<file path="src/rtl/imem_load_ctrl.sv">
// imem_load_ctrl: boot loader that packs a byte stream into little-endian words for the
// instruction memory and arbitrates its address port between the loader and the CPU.
module imem_load_ctrl #(
    parameter int ADDR_W = 8,
    parameter int LEN_W  = ADDR_W + 1
) (
    input  logic              clk,
    input  logic              rst,
    input  logic              load_req_i,
    input  logic [LEN_W-1:0]  load_len_i,
    input  logic              load_abort_i,
    input  logic              byte_valid_i,
    input  logic [7:0]        byte_data_i,
    output logic              byte_ready_o,
    input  logic [ADDR_W-1:0] pc_addr_i,
    output logic [ADDR_W-1:0] mem_addr_o,
    output logic              mem_we_o,
    output logic [31:0]       mem_wdata_o,
    output logic              cpu_hold_o,
    output logic              cpu_restart_o,
    output logic              load_done_o,
    output logic              load_err_o,
    output logic              busy_o
);
    typedef enum logic [1:0] {IDLE, RECV, WRITE, DONE} state_t;

    localparam logic [LEN_W-1:0] MAX_LEN = LEN_W'(1) << ADDR_W;

    state_t            state_q, state_d;
    logic [LEN_W-1:0]  len_q, len_d;
    logic [LEN_W-1:0]  word_idx_q, word_idx_d;
    logic [1:0]        byte_cnt_q, byte_cnt_d;
    logic [31:0]       asm_q, asm_d;
    logic              err_q, err_d;

    always_ff @(posedge clk) begin
        if (rst) begin
            state_q    <= IDLE;
            len_q      <= '0;
            word_idx_q <= '0;
            byte_cnt_q <= '0;
            asm_q      <= '0;
            err_q      <= 1'b0;
        end else begin
            state_q    <= state_d;
            len_q      <= len_d;
            word_idx_q <= word_idx_d;
            byte_cnt_q <= byte_cnt_d;
            asm_q      <= asm_d;
            err_q      <= err_d;
        end
    end

    always_comb begin
        state_d    = state_q;
        len_d      = len_q;
        word_idx_d = word_idx_q;
        byte_cnt_d = byte_cnt_q;
        asm_d      = asm_q;
        err_d      = 1'b0;
        unique case (state_q)
            IDLE: begin
                if (load_req_i) begin
                    len_d      = (load_len_i > MAX_LEN) ? MAX_LEN : load_len_i;
                    word_idx_d = '0;
                    byte_cnt_d = '0;
                    state_d    = (load_len_i == '0) ? DONE : RECV;
                end
            end
            RECV: begin
                // abort outranks a same-cycle byte handshake, so that byte is dropped
                if (load_abort_i) begin
                    state_d    = IDLE;
                    err_d      = 1'b1;
                    byte_cnt_d = '0;
                end else if (byte_valid_i) begin
                    asm_d[{byte_cnt_q, 3'b000} +: 8] = byte_data_i;
                    byte_cnt_d = byte_cnt_q + 2'd1;
                    state_d    = (byte_cnt_q == 2'd3) ? WRITE : RECV;
                end
            end
            WRITE: begin
                if (word_idx_q == len_q - LEN_W'(1)) begin
                    state_d = DONE;
                end else begin
                    word_idx_d = word_idx_q + LEN_W'(1);
                    state_d    = RECV;
                end
            end
            DONE: state_d = IDLE;
        endcase
    end

    assign byte_ready_o  = (state_q == RECV);
    assign mem_we_o      = (state_q == WRITE);
    assign mem_wdata_o   = asm_q;
    assign mem_addr_o    = (state_q == IDLE) ? pc_addr_i : word_idx_q[ADDR_W-1:0];
    assign cpu_hold_o    = (state_q != IDLE);
    assign busy_o        = (state_q != IDLE);
    assign cpu_restart_o = (state_q == DONE);
    assign load_done_o   = (state_q == DONE);
    assign load_err_o    = err_q;
endmodule

</file>
<file path="config.mk">
export PLATFORM = sky130hd
export DESIGN_NAME = imem_load_ctrl
export DESIGN_NICKNAME = d
export VERILOG_FILES = /design/src/rtl/imem_load_ctrl.sv
export SDC_FILE = /design/constraint.sdc
export NUM_CORES = 1
export LEC_CHECK = 0
export CORE_ASPECT_RATIO = 1.5
export CORE_MARGIN = 2
export CORE_UTILIZATION = 38
export DETAILED_ROUTE_END_ITERATION = 12
export GPL_TIMING_DRIVEN = 0
export PLACE_DENSITY = 0.68
export RECOVER_POWER = 50
export SLEW_MARGIN = 30
export SYNTH_ARGS = -nofsm -noshare
export SYNTH_HDL_FRONTEND = slang
export SYNTH_SLANG_ARGS = --single-unit
</file>
<file path="constraint.sdc">
create_clock -name clk -period 2.3 [get_ports clk]
set_clock_uncertainty 0.15 [all_clocks]
set_input_delay 0.575 -clock clk [delete_from_list [all_inputs] [get_ports clk]]
set_output_delay 0.575 -clock clk [all_outputs]
set_load 0.02 [all_outputs]
</file>
**Word level (Yosys, flattened, before mapping)**

Index checks and enable logic that the tools add are counted.

- Muxes and demuxes: 18
- Eq/ne operators: 8
- Reductions and logical operators: 11
- Bitwise logic cells: 2
- Add/sub/neg operators: 4
- Order comparisons: 1
- Shift-type cells: 2

Operator list:

| kind | number |
|---|---|
| 32-bit bitwise mux | 1 |
| 8-bit by 7-bit variable shift with 32-bit output, first input constant | 1 |
| 8-bit by 7-bit indexed part select with 32-bit output | 1 |
| 9-bit two-way mux | 3 |
| 2-bit two-way mux | 9 |
| 9-bit one-hot mux with 2 select lines | 1 |
| 9-bit by 1-bit adder with 9-bit output, second input constant | 1 |
| 9-bit equality test | 1 |
| 9-bit greater-than comparator, second input constant | 1 |
| 9-bit logical NOT | 1 |
| 3-bit AND reduction | 3 |
| 9-bit by 1-bit subtractor with 9-bit output, second input constant | 1 |
| 8-bit two-way mux | 1 |
| 2-bit one-hot mux with 4 select lines | 1 |
| 5-bit negator with 7-bit output | 1 |
| 2-bit equality test, second input constant | 3 |
| 2-bit nonzero test | 3 |
| 2-bit inequality test, second input constant | 2 |
| 2-bit one-hot mux with 2 select lines | 1 |
| 2-bit AND reduction | 2 |
| 3-bit inequality test, second input constant | 1 |
| 2-bit by 1-bit adder with 2-bit output, second input constant | 1 |
| 2-bit by 1-bit equality test with 1-bit output, second input constant | 1 |
| 2-bit logical NOT | 1 |
| other kinds (3) | 4 |

- Output and inout bits: 47
- Input port bits: 30
- Register bits after elaboration: 55
- Word-level logic and storage cells: 52

**Logic depth before layout (Yosys ltp)**

Gate-level depths: netlist of run 1.

- Depth after elaboration: 5
- Depth in mapped cells: 11
- Depth with buffers taken out: 9

**Worst setup path before layout of run 1**

OpenSTA, ideal clock, no wires.

- Path type: register to register
- From: register len_q[0]
- To: register word_idx_q[0]
- Period minus slack after synthesis: 2,483 ps
- Data required time: 2,029 ps
- Arrival: 2,211 ps
- Path buffers: 1
- Setup time: 121 ps
- Stages on the path, launching flop included: 10
- Setup slack: -183 ps
- Path through: dfxtp_1 -> buf_6 -> inv_1 -> ha_1 -> or4b_1 -> a21oi_2 -> o2bb2ai_2 -> nor4b_4 -> nor2b_2 -> mux2_4

- Word-level cells in the longest chain between the ends: 4

RTL lines:

| element | RTL line | RTL |
|---|---|---|
| start, declared | 30 | `logic [LEN_W-1:0] len_q, len_d;` |
| start signal, assigned | 46 | `len_q <= len_d;` |
| 9-bit by 1-bit subtractor with 9-bit output | 83 | `if (word_idx_q == len_q - LEN_W'(1)) begin` |
| 9-bit equality test | 83 |  |
| 2-bit inequality test (no line) | - |  |
| 3-bit AND reduction (no line) | - |  |
| end signal, assigned | 47 | `word_idx_q <= word_idx_d;` |
| end, declared | 31 | `logic [LEN_W-1:0] word_idx_q, word_idx_d;` |

Every way passes these cells.
A chain may end at the register's enable or synchronous reset.

**Worst setup path in the final report of run 1**

- From: register word_idx_q[7]
- To: register word_idx_q[0]

- Word-level cells in the longest chain between the ends: 3

RTL lines:

| element | RTL line |
|---|---|
| 9-bit equality test | 83 |
| 2-bit inequality test (no line) | - |
| 3-bit AND reduction (no line) | - |

Every way passes these cells.

==> results of run 1 <==
path summary, 6_finish.rpt:
check | depth (start not counted) | endpoint | startpoint
max reg2reg | 7 | word_idx_q[0] | word_idx_q[7]
max | 7 | word_idx_q[0] | word_idx_q[7]
min reg2reg | 2 | mem_wdata_o[8] | mem_wdata_o[8]
min | 2 | mem_wdata_o[8] | mem_wdata_o[8]
tightest hold or removal path, cell delays in order (launching register included):
cell	delay, ns
dfxtp_1	0.32
nand2_1	0.05
a21oi_1	0.05
cells in the mapped netlist, types with 2 or more instances:
master / n / area share
or4_1: 3 / 0.0081
a21oi_1: 43 / 0.077
ha_1: 8 / 0.036
o31ai_1: 2 / 0.0054
a31oi_1: 3 / 0.0067
buf_4: 2 / 0.0054
mux2_2: 7 / 0.028
a211oi_1: 4 / 0.011
nand4_1: 3 / 0.0067
o211ai_1: 2 / 0.0054
inv_1: 8 / 0.011
nor3b_1: 7 / 0.019
buf_6: 2 / 0.0081
a211o_1: 2 / 0.0063
nand2b_1: 5 / 0.011
xnor2_1: 4 / 0.013
dfxtp_1: 55 / 0.39
o21ai_0: 5 / 0.0090
nor2_1: 16 / 0.022
nand3_1: 36 / 0.065
nor4_1: 3 / 0.0067
clkbuf_1: 13 / 0.017
o21ai_1: 3 / 0.0054
a22o_1: 3 / 0.0094
mux2i_1: 3 / 0.011
nand2_1: 52 / 0.070
or3_1: 6 / 0.013
nor3_1: 3 / 0.0054
xor2_1: 4 / 0.013
and3b_1: 2 / 0.0063
nor3_2: 2 / 0.0072
nor2b_1: 5 / 0.011
and3_1: 4 / 0.0090
and2_1: 2 / 0.0045
cell type report:
type	instances	area [sq um]
buffer	17	91.3
clock buffer	5	68.8
clock inverter	2	37.5
fill	703	3280
inverter	9	38.8
multi-input combinational	257	1650
sequential	55	1110
tap	100	125
timing repair buffer	86	778
repair_timing:
| item | CTS | global route |
|---|---|---|
| pin swaps | 5 | 6 |
| gates cloned | 0 | 1 |
| endpoints found under the setup margin | 25 | 54 |
| setup buffers | 7 | 2 |
| hold buffers | 0 | 0 |
| gates resized for setup | 38 | 25 |
state kept, by name, indices dropped and copies added, names as in the netlist:
register / flops
word_idx_q: 9
load_err_o: 1
state_q: 2
len_q: 9
mem_wdata_o: 32
byte_cnt_q: 2
cells by family (layout without fill, tap and decap cells):
| kind of cell | Yosys count | count (layout) |
|---|---|---|
| DFF | 55 | 55 |
| and+or+nand+nor | 154 | 154 |
| buffers and inverters | 27 | 119 |
| muxes | 11 | 11 |
| xor gates and xnor gates | 8 | 8 |
| AOI/OAI and AO/OA | 76 | 76 |
| adders and majority gates | 8 | 8 |
routing by layer:
layer  wire, um  part of all wire  vias up
met4        272             0.034        0
li1           -                 -     1383
met3        437             0.054       23
met5          0                 0        -
met1       3030              0.38     1291
met2       4310              0.54      101
power breakdown:
part / leakage (nW) / internal (mW) / total, mW / switching [mW]
sequential: 0.447 / 0.962 / 0.979 / 0.0163
clock: 0.0502 / 0.319 / 0.631 / 0.313
combinational: 1.04 / 0.140 / 0.301 / 0.160
through the flow:
stage | setup slack [ns] | area, sq um | TNS [ns]
after floorplan | -0.0866 | 2830 | -0.148
after global placement | -0.323 | 3710 | -12.75
after detailed placement | -0.358 | 3710 | -12.79
after CTS | -0.256 | 3910 | -2.26
after global routing | -0.345 | 3900 | -3.27
final | -0.268 | 3900 | -2.27
cells in the final DEF, fill, tap and decap left out, drive strengths merged, types with 2 or more instances in the layout:
cell type,synthesis,routed
clkdlybuf4s50,0,27
o211ai,2,2
o21ai,8,8
a31oi,3,3
or4,3,3
a211oi,4,4
dfxtp,55,55
nand4,3,3
and2,2,2
and3b,2,2
o31ai,2,2
and3,4,4
nor3,5,5
xor2,4,4
dlygate4sd3,0,35
nand2b,5,5
nand2,52,52
a22o,3,3
a211o,2,2
dlygate4sd2,0,4
nand3,36,36
or3,6,6
buf,5,21
ha,8,8
mux2i,3,3
nor2b,6,6
clkbuf,13,21
nor3b,7,7
mux2,8,8
a21oi,44,44
nor4,4,4
xnor2,4,4
nor2,16,16
inv,9,9
==> out/summary.txt, run 1 <==
layout cells sized above 1: 0.158
initial antenna violation count: 0
final instance count without filler cells: 531
GRT Max-Usage Layer: met2
die extent in x: 74.0 um
clock-pin transition on the worst setup and hold timing paths: 0.10 ns
Avg Inst Size Synth: 8.24 sq um
Final Setup Violations: 10
Final Hold Fails: 0
global route total overflow: 0
Sink Count: 55
Critical Path End Type: register
final wirelength: 8050 um
Syn Inst Count: 339
Routed Antenna Nets: 0
DRC errors left: 0
PD cells: 489 nW/um^2
gp weighted congestion: 0.847
Synth cell types: 51
core area: 7180 sq um
H-tree Lvls: 2
clock root cell: clkbuf_8
vias: 2,798
number of max-cap violations: 0
Adder-Cell Fraction of Synth Area: 0.0358
clk buf depth: 2
Critical Path Slowest Stage Cell: or4b_4
io pins: 77
Leak Pwr: 1.54 nW
Reg2Reg Setup Slack: -0.27 ns
worst skew pair latency: 0.30 ns
CTS tree: yes
drt via density: 5.27
Critical Path RT: 2.35 ns
Post-synth EDFFs: 0
Die Height: 109 um
fin crit share: 1.12
drt wl/cell: 15.2 um
met2 Use GR: 0.385
CP Cell Sequence: inv_2, or4b_4, a21oi_2, o2bb2ai_2, nor4b_4, nor2b_2, mux2_4
vias in the first global route: 2,744
Die ar.: 8070 sq um
crit path DAT: 2.62 ns
mux cell area share after synthesis: 0.0444
fmax: 389 MHz
fin crit period: 2.57 ns
crit-path max cell delay: 0.54 ns
initial DRC count: 95
GRT Overall Usage: 0.202
XOR/XNOR Fraction of Synth Area: 0.0251
FP Rows: 38
first-pass GRT wire length: 12,700 um
RSZ-0062 raised after global routing: true
diodes inserted: 0
DP HPWL: 6080 um
placed insts: 515
Area Overhead vs Synth: 39.8%
Hold WS: 0.302 ns
maximum vdd ir drop: 0.369 mV
Synth Flop Type: dfxtp_1
Max-slew headroom: 0.487
post-synthesis compound-gate area fraction: 0.169
Synthesis Warnings: 0
crit path max fanout: 7
GRT met1 Usage: 0.212
asr flop ratio synth: 0
WS Path Type: register to register
Initial Utilization: 0.389
status: finished with violations
startpoint types: register
Synth Cell Area: 2790 sq um
FF+latch count, synth: 55
first drt pass iteration count: 4
largest family of logic cells by synthesized area: simple AND/OR/NAND/NOR gates
Post-Synth Simple-Gate Area: 0.287
TritonCTS buffer count: 5
Hold Crit Class: register to register
Nets: 469
final design utilization: 0.544
sequential share of the synthesized area: 0.394
total power: 1.91 mW
largest net degree at the start of global routing: 17
crit-path leading delay family: simple AND/OR/NAND/NOR gates
Worst Max-Slew Pin Slew: 0.769 ns
WP buf/inv: 1
IO buf count: 76
syn_nets: 377
Slew Limit Fails: 0
grt met3 use: 0.0323
final worst slack: -0.268 ns
failing checks: negative setup slack
(Power assumes the default switching activity.)
==> inputs of run 2 (changes only) <==
Settings changed: GPL_TIMING_DRIVEN 0 to default, HOLD_SLACK_MARGIN from default to 0.05, PLACE_DENSITY 0.68 to 0.7.
==> out/summary.txt, run 2 (same netlist as run 1, synthesis figures left out) <==
global route total overflow: 0 (unchanged)
TritonCTS buffer count: 5 (unchanged)
drt via density: 5.30 (was 5.27)
H-tree Lvls: 2 (unchanged)
Die Height: 109 um (unchanged)
final wirelength: 8430 um (was 8050 um)
die extent in x: 74.0 um (unchanged)
Sink Count: 55 (unchanged)
placed insts: 537 (was 515)
maximum vdd ir drop: 0.503 mV (was 0.369 mV)
Critical Path Slowest Stage Cell: or4b_4 (unchanged)
Die ar.: 8070 sq um (unchanged)
Final Hold Fails: 0 (unchanged)
fin crit period: 2.41 ns (was 2.57 ns)
vias in the first global route: 2,941 (was 2,744)
CTS tree: yes (unchanged)
most frequent cells in the layout: nand2_1 (52), dfxtp_1 (52), a21oi_1 (43), buf_4 (37), nand3_1 (36) (was nand2_1 (52), dfxtp_1 (51), a21oi_1 (42), nand3_1 (36), dlygate4sd3_1 (35))
initial antenna violation count: 0 (unchanged)
pre-CTS setup slack: -0.230 ns (was -0.358 ns)
WS Path Type: register to register (unchanged)
DP HPWL: 6330 um (was 6080 um)
Routed Antenna Nets: 0 (unchanged)
worst r2r src: len_q[0] (was word_idx_q[7])
core area: 7180 sq um (unchanged)
startpoint types: register (unchanged)
Worst Max-Slew Pin Slew: 0.614 ns (was 0.769 ns)
R2R cell count: 10 (was 7)
io pins: 77 (unchanged)
Reg2Reg Setup Slack: -0.11 ns (was -0.27 ns)
final instance count without filler cells: 552 (was 531)
fin crit share: 1.05 (was 1.12)
Max-slew headroom: 0.591 (was 0.487)
clk buf depth: 2 (unchanged)
GRT Overall Usage: 0.218 (was 0.202)
layout cells sized above 1: 0.199 (was 0.158)
first drt pass iteration count: 4 (unchanged)
Hold Crit Class: register to register (unchanged)
status: finished with violations (unchanged)
Nets: 489 (was 469)
CP Cell Sequence: inv_4, ha_4, or4b_4, a21oi_2, o2bb2ai_2, nor4b_4, buf_4, buf_4, a221oi_2, a2111oi_2 (was inv_2, or4b_4, a21oi_2, o2bb2ai_2, nor4b_4, nor2b_2, mux2_4)
Hold WS: 0.306 ns (was 0.302 ns)
WP buf/inv: 3 (was 1)
cell repeated most along the worst path: buf_4
crit path max fanout: 3 (was 7)
Leak Pwr: 1.71 nW (was 1.54 nW)
Critical Path RT: 2.36 ns (was 2.35 ns)
Post-CTS Hold Fix Bufs: 0 (unchanged)
Slew Limit Fails: 0 (unchanged)
final setup TNS: -0.848 ns (was -2.27 ns)
IO buf count: 76 (unchanged)
diodes inserted: 0 (unchanged)
clock-pin transition on the worst setup and hold timing paths: 0.10 ns (about the same)
number of max-cap violations: 0 (unchanged)
gp weighted congestion: 0.886 (was 0.847)
Hold Crit Depth: 2 (unchanged)
hold_sp: mem_wdata_o[1] (was mem_wdata_o[8])
FP Rows: 38 (unchanged)
drt wl/cell: 15.3 um (was 15.2 um)
first-pass GRT wire length: 13,600 um (was 12,700 um)
Initial Utilization: 0.389 (unchanged)
RSZ-0062 raised after global routing: true (unchanged)
clock root cell: clkbuf_8 (unchanged)
crit path DAT: 2.47 ns (was 2.62 ns)
largest net degree at the start of global routing: 31 (was 17)
initial DRC count: 110 (was 95)
Area Overhead vs Synth: 48.5% (was 39.8%)
vias: 2,923 (was 2,798)
Critical Path End Type: register (unchanged)
FF-to-FF End: state_q[1] (was word_idx_q[0])
final worst slack: -0.108 ns (was -0.268 ns)
Largest register FFs: 32 (unchanged)
final design utilization: 0.578 (was 0.544)
Hold Path Sink: mem_wdata_o[1] (was mem_wdata_o[8])
PD cells: 501 nW/um^2 (was 489 nW/um^2)
DRC errors left: 0 (unchanged)
worst skew pair latency: 0.31 ns (was 0.30 ns)
crit-path max cell delay: 0.50 ns (was 0.54 ns)
Final Setup Violations: 13 (was 10)
failing checks: negative setup slack (unchanged)
crit-path leading delay family: simple AND/OR/NAND/NOR gates (unchanged)
fmax: 415 MHz (was 389 MHz)
==> run 2: worst max path at each step <==
| stage | from | end | cells past startpoint |
|---|---|---|---|
| floorplan | len_q[0] | word_idx_q[0] | 9 |
| global placement | pc_addr_i[2] | mem_addr_o[2] | 3 |
| detailed placement | pc_addr_i[2] | mem_addr_o[2] | 3 |
| CTS | len_q[0] | word_idx_q[2] | 11 |
| global route | len_q[0] | state_q[1] | 10 |
| finish | len_q[0] | state_q[1] | 10 |
==> run 2: timing repair <==
item | in CTS | in global routing
resized for setup | 46 | 16
endpoints found under the setup margin | 24 | 19
pin swaps | 7 | 9
hold endpoints to repair | 0 | 0
gates cloned | 2 | 0
buffers inserted | 2 | 5
==> run 2: tightest hold or removal path, stage by stage (launching register included) <==
cell and delay (ns):
dfxtp_1 0.32, nand2_1 0.05, a21oi_1 0.05
==> run 2: cell type report <==
cell class	count	area, sq um
clock buffers	6	72.6
clock inverters	2	60.1
fillers	654	3030
inverters	9	36.3
multi-input cells	257	1660
flip-flops and latches	55	1110
well taps	100	125
repair buffers	123	1090
==> run 2: routing by layer <==
metal  share of wire  global-route usage
met4           0.048               0.129
met1            0.38               0.225
met3           0.065              0.0490
met2            0.51               0.390
met5               0                   0
==> run 2: per-stage QoR <==
step	instance area, sq um	total power [mW]
after detailed placement	3930	1.34
after global placement	3930	1.33
after floorplan	2830	1.16
after CTS	4170	2.12
final	4150	2.08
after global routing	4150	2.17
==> run 2: report_power, final <==
group | switching, mW | internal [mW]
Sequential | 0.0111 | 0.964
Clock | 0.321 | 0.435
Combinational | 0.177 | 0.170
==> inputs of run 3 (changes only) <==
Clock period 2.3 ns to 2.1 ns, I/O delays scaled along.
==> out/summary.txt, run 3 (same netlist as run 1, synthesis figures left out) <==
drt via density: 5.23 (was 5.30)
final design utilization: 0.602 (was 0.578)
startpoint types: register (unchanged)
final wirelength: 8510 um (was 8430 um)
clock root cell: clkbuf_8 (unchanged)
Hold Path Sink: mem_wdata_o[12] (was mem_wdata_o[1])
Worst Max-Slew Pin Slew: 0.391 ns (was 0.614 ns)
CTS tree: yes (unchanged)
Routed Antenna Nets: 0 (unchanged)
IO buf count: 76 (unchanged)
failing checks: negative setup slack (unchanged)
first-pass GRT wire length: 13,500 um (was 13,600 um)
crit-path leading delay family: simple AND/OR/NAND/NOR gates (unchanged)
clk buf depth: 2 (unchanged)
Reg area: 1100 sq um (was 1110 sq um)
fin crit share: 1.14 (was 1.05)
core area: 7180 sq um (unchanged)
initial DRC count: 103 (was 110)
Post-CTS Hold Fix Bufs: 0 (unchanged)
die extent in x: 74.0 um (unchanged)
crit path DAT: 2.44 ns (was 2.47 ns)
gp weighted congestion: 0.852 (was 0.886)
Filler cells: 632 (was 654)
Initial Utilization: 0.389 (unchanged)
hold_sp: mem_wdata_o[12] (was mem_wdata_o[1])
maximum vdd ir drop: 0.322 mV (was 0.503 mV)
most frequent cells in the layout: dfxtp_1 (53), buf_4 (53), nand2_1 (52), a21oi_1 (40), nand3_1 (36) (was nand2_1 (52), dfxtp_1 (52), a21oi_1 (43), buf_4 (37), nand3_1 (36))
WS Path Type: register to register (unchanged)
worst skew pair latency: 0.30 ns (was 0.31 ns)
area of the multi-input gates: 1730 sq um (was 1660 sq um)
Die Height: 109 um (unchanged)
first drt pass iteration count: 4 (unchanged)
Final Setup Violations: 17 (was 13)
Slew Limit Fails: 0 (unchanged)
fin crit period: 2.39 ns (was 2.41 ns)
TritonCTS buffer count: 5 (unchanged)
Largest register FFs: 32 (unchanged)
Sink Count: 55 (unchanged)
DRC errors left: 0 (unchanged)
Critical Path RT: 2.15 ns (was 2.36 ns)
max layer used: met4 (unchanged)
diodes inserted: 0 (unchanged)
Met2 Wirelength: 4680 um (was 4280 um)
Leak Pwr: 1.77 nW (was 1.71 nW)
DP HPWL: 6590 um (was 6330 um)
vias: 2,959 (was 2,923)
CP Cell Sequence: inv_4, ha_4, or4b_4, a21oi_2, o2bb2ai_2, nor4b_4, buf_4, nor2b_4, mux2_4 (was inv_4, ha_4, or4b_4, a21oi_2, o2bb2ai_2, nor4b_4, buf_4, buf_4, a221oi_2, a2111oi_2)
Critical Path Slowest Stage Cell: or4b_4 (unchanged)
Reg2Reg Setup Slack: -0.29 ns (was -0.11 ns)
Final Hold Fails: 0 (unchanged)
FP Rows: 38 (unchanged)
RSZ-0062 raised after global routing: true (unchanged)
Critical Path End Type: register (unchanged)
Hold Crit Class: register to register (unchanged)
Max-slew headroom: 0.738 (was 0.591)
final worst slack: -0.293 ns (was -0.108 ns)
met1 WL: 3100 um (was 3210 um)
status: finished with violations (unchanged)
PD cells: 486 nW/um^2 (was 501 nW/um^2)
WP buf/inv: 2 (was 3)
FF-to-FF End: word_idx_q[0] (was state_q[1])
largest net degree at the start of global routing: 33 (was 31)
global route total overflow: 0 (unchanged)
GRT Overall Usage: 0.216 (was 0.218)
drt wl/cell: 15.0 um (was 15.3 um)
crit-path max cell delay: 0.51 ns (was 0.50 ns)
met3 wire length: 454 um (was 547 um)
fmax: 418 MHz (was 415 MHz)
io pins: 77 (unchanged)
number of max-cap violations: 0 (unchanged)
placed insts: 552 (was 537)
Area Overhead vs Synth: 54.9% (was 48.5%)
Hold Crit Depth: 2 (unchanged)
clock-pin transition on the worst setup and hold timing paths: 0.10 ns (about the same)
final instance count without filler cells: 566 (was 552)
Nets: 503 (was 489)
worst r2r src: len_q[0] (unchanged)
R2R cell count: 9 (was 10)
vias in the first global route: 2,911 (was 2,941)
crit path max fanout: 5 (was 3)
Die ar.: 8070 sq um (unchanged)
H-tree Lvls: 2 (unchanged)
initial antenna violation count: 0 (unchanged)
layout cells sized above 1: 0.247 (was 0.199)
run 3: cell count changes in the layout (fill, tap and decap cells not counted), moves of 3 or more:
cell / previous run / this run
a21oi_2: 1 / 4
buf_2: 6 / 1
buf_4: 37 / 53
buf_6: 5 / 10
clkdlybuf4s50_1: 28 / 31
dlygate4sd2_1: 7 / 2
mux2_2: 7 / 1
mux2_4: 1 / 7
dlygate4sd3_1: 34 / 31
a21oi_1: 43 / 40
run 3: worst reg2reg max path, delay by kind of cell, from the launching register on:
family	cells	cell delay, ns
muxes	1	0.28
and+or+nand+nor	3	0.90
AOI/OAI and AO/OA	2	0.22
DFF	1	0.36
adders and majority gates	1	0.16
buffers and inverters	2	0.23
run 3: area by class of cell:
class / count / share of cell area
timing repair buffer: 137 / 0.284
clock buffer: 6 / 0.0191
clock inverter: 2 / 0.00376
sequential: 55 / 0.255
tap: 100 / 0.0289
multi-input combinational: 257 / 0.401
inverter: 9 / 0.00839
run 3: layer usage:
layer  vias up  track usage
met1      1378        0.218
met4         0       0.0818
li1       1463            -
met3        21       0.0360
met2        97        0.424
met5         -            0
run 3: worst max path at each step:
stage | start | end | slack (ns) | depth (start not counted)
after global routing | len_q[0] | state_q[1] | -0.40 | 9
after floorplan | len_q[0] | word_idx_q[0] | -0.29 | 9
after CTS | len_q[0] | word_idx_q[4] | -0.31 | 10
after detailed placement | len_q[1] | word_idx_q[4] | -0.36 | 10
final | len_q[0] | word_idx_q[0] | -0.29 | 9
after global placement | len_q[1] | word_idx_q[4] | -0.35 | 10
run 3: power breakdown:
| part | switching, mW | internal, mW | total (mW) |
|---|---|---|---|
| registers | 0.0117 | 1.06 | 1.07 |
| clock network | 0.352 | 0.270 | 0.622 |
| logic | 0.199 | 0.214 | 0.413 |
| total | 0.562 | 1.54 | 2.10 |
run 3: through the flow:
step                      instance area (sq um)  hold slack, ns  total power [mW]  setup TNS [ns]  setup slack (ns)
after global routing                       4330           0.331              2.19           -4.86            -0.397
after CTS                                  4230           0.307              2.11           -2.61            -0.310
after global placement                     4030           0.289              1.47           -4.76            -0.347
after detailed placement                   4030           0.293              1.48           -5.62            -0.359
after floorplan                            2830           0.298              1.27           -2.01            -0.287
final                                      4330           0.304              2.10           -2.46            -0.293
run 3: repair_timing:
item                       CTS  global route
gates resized for setup     65            34
setup endpoints to repair   24            23
buffers inserted             3             3
pin swaps                    6             5
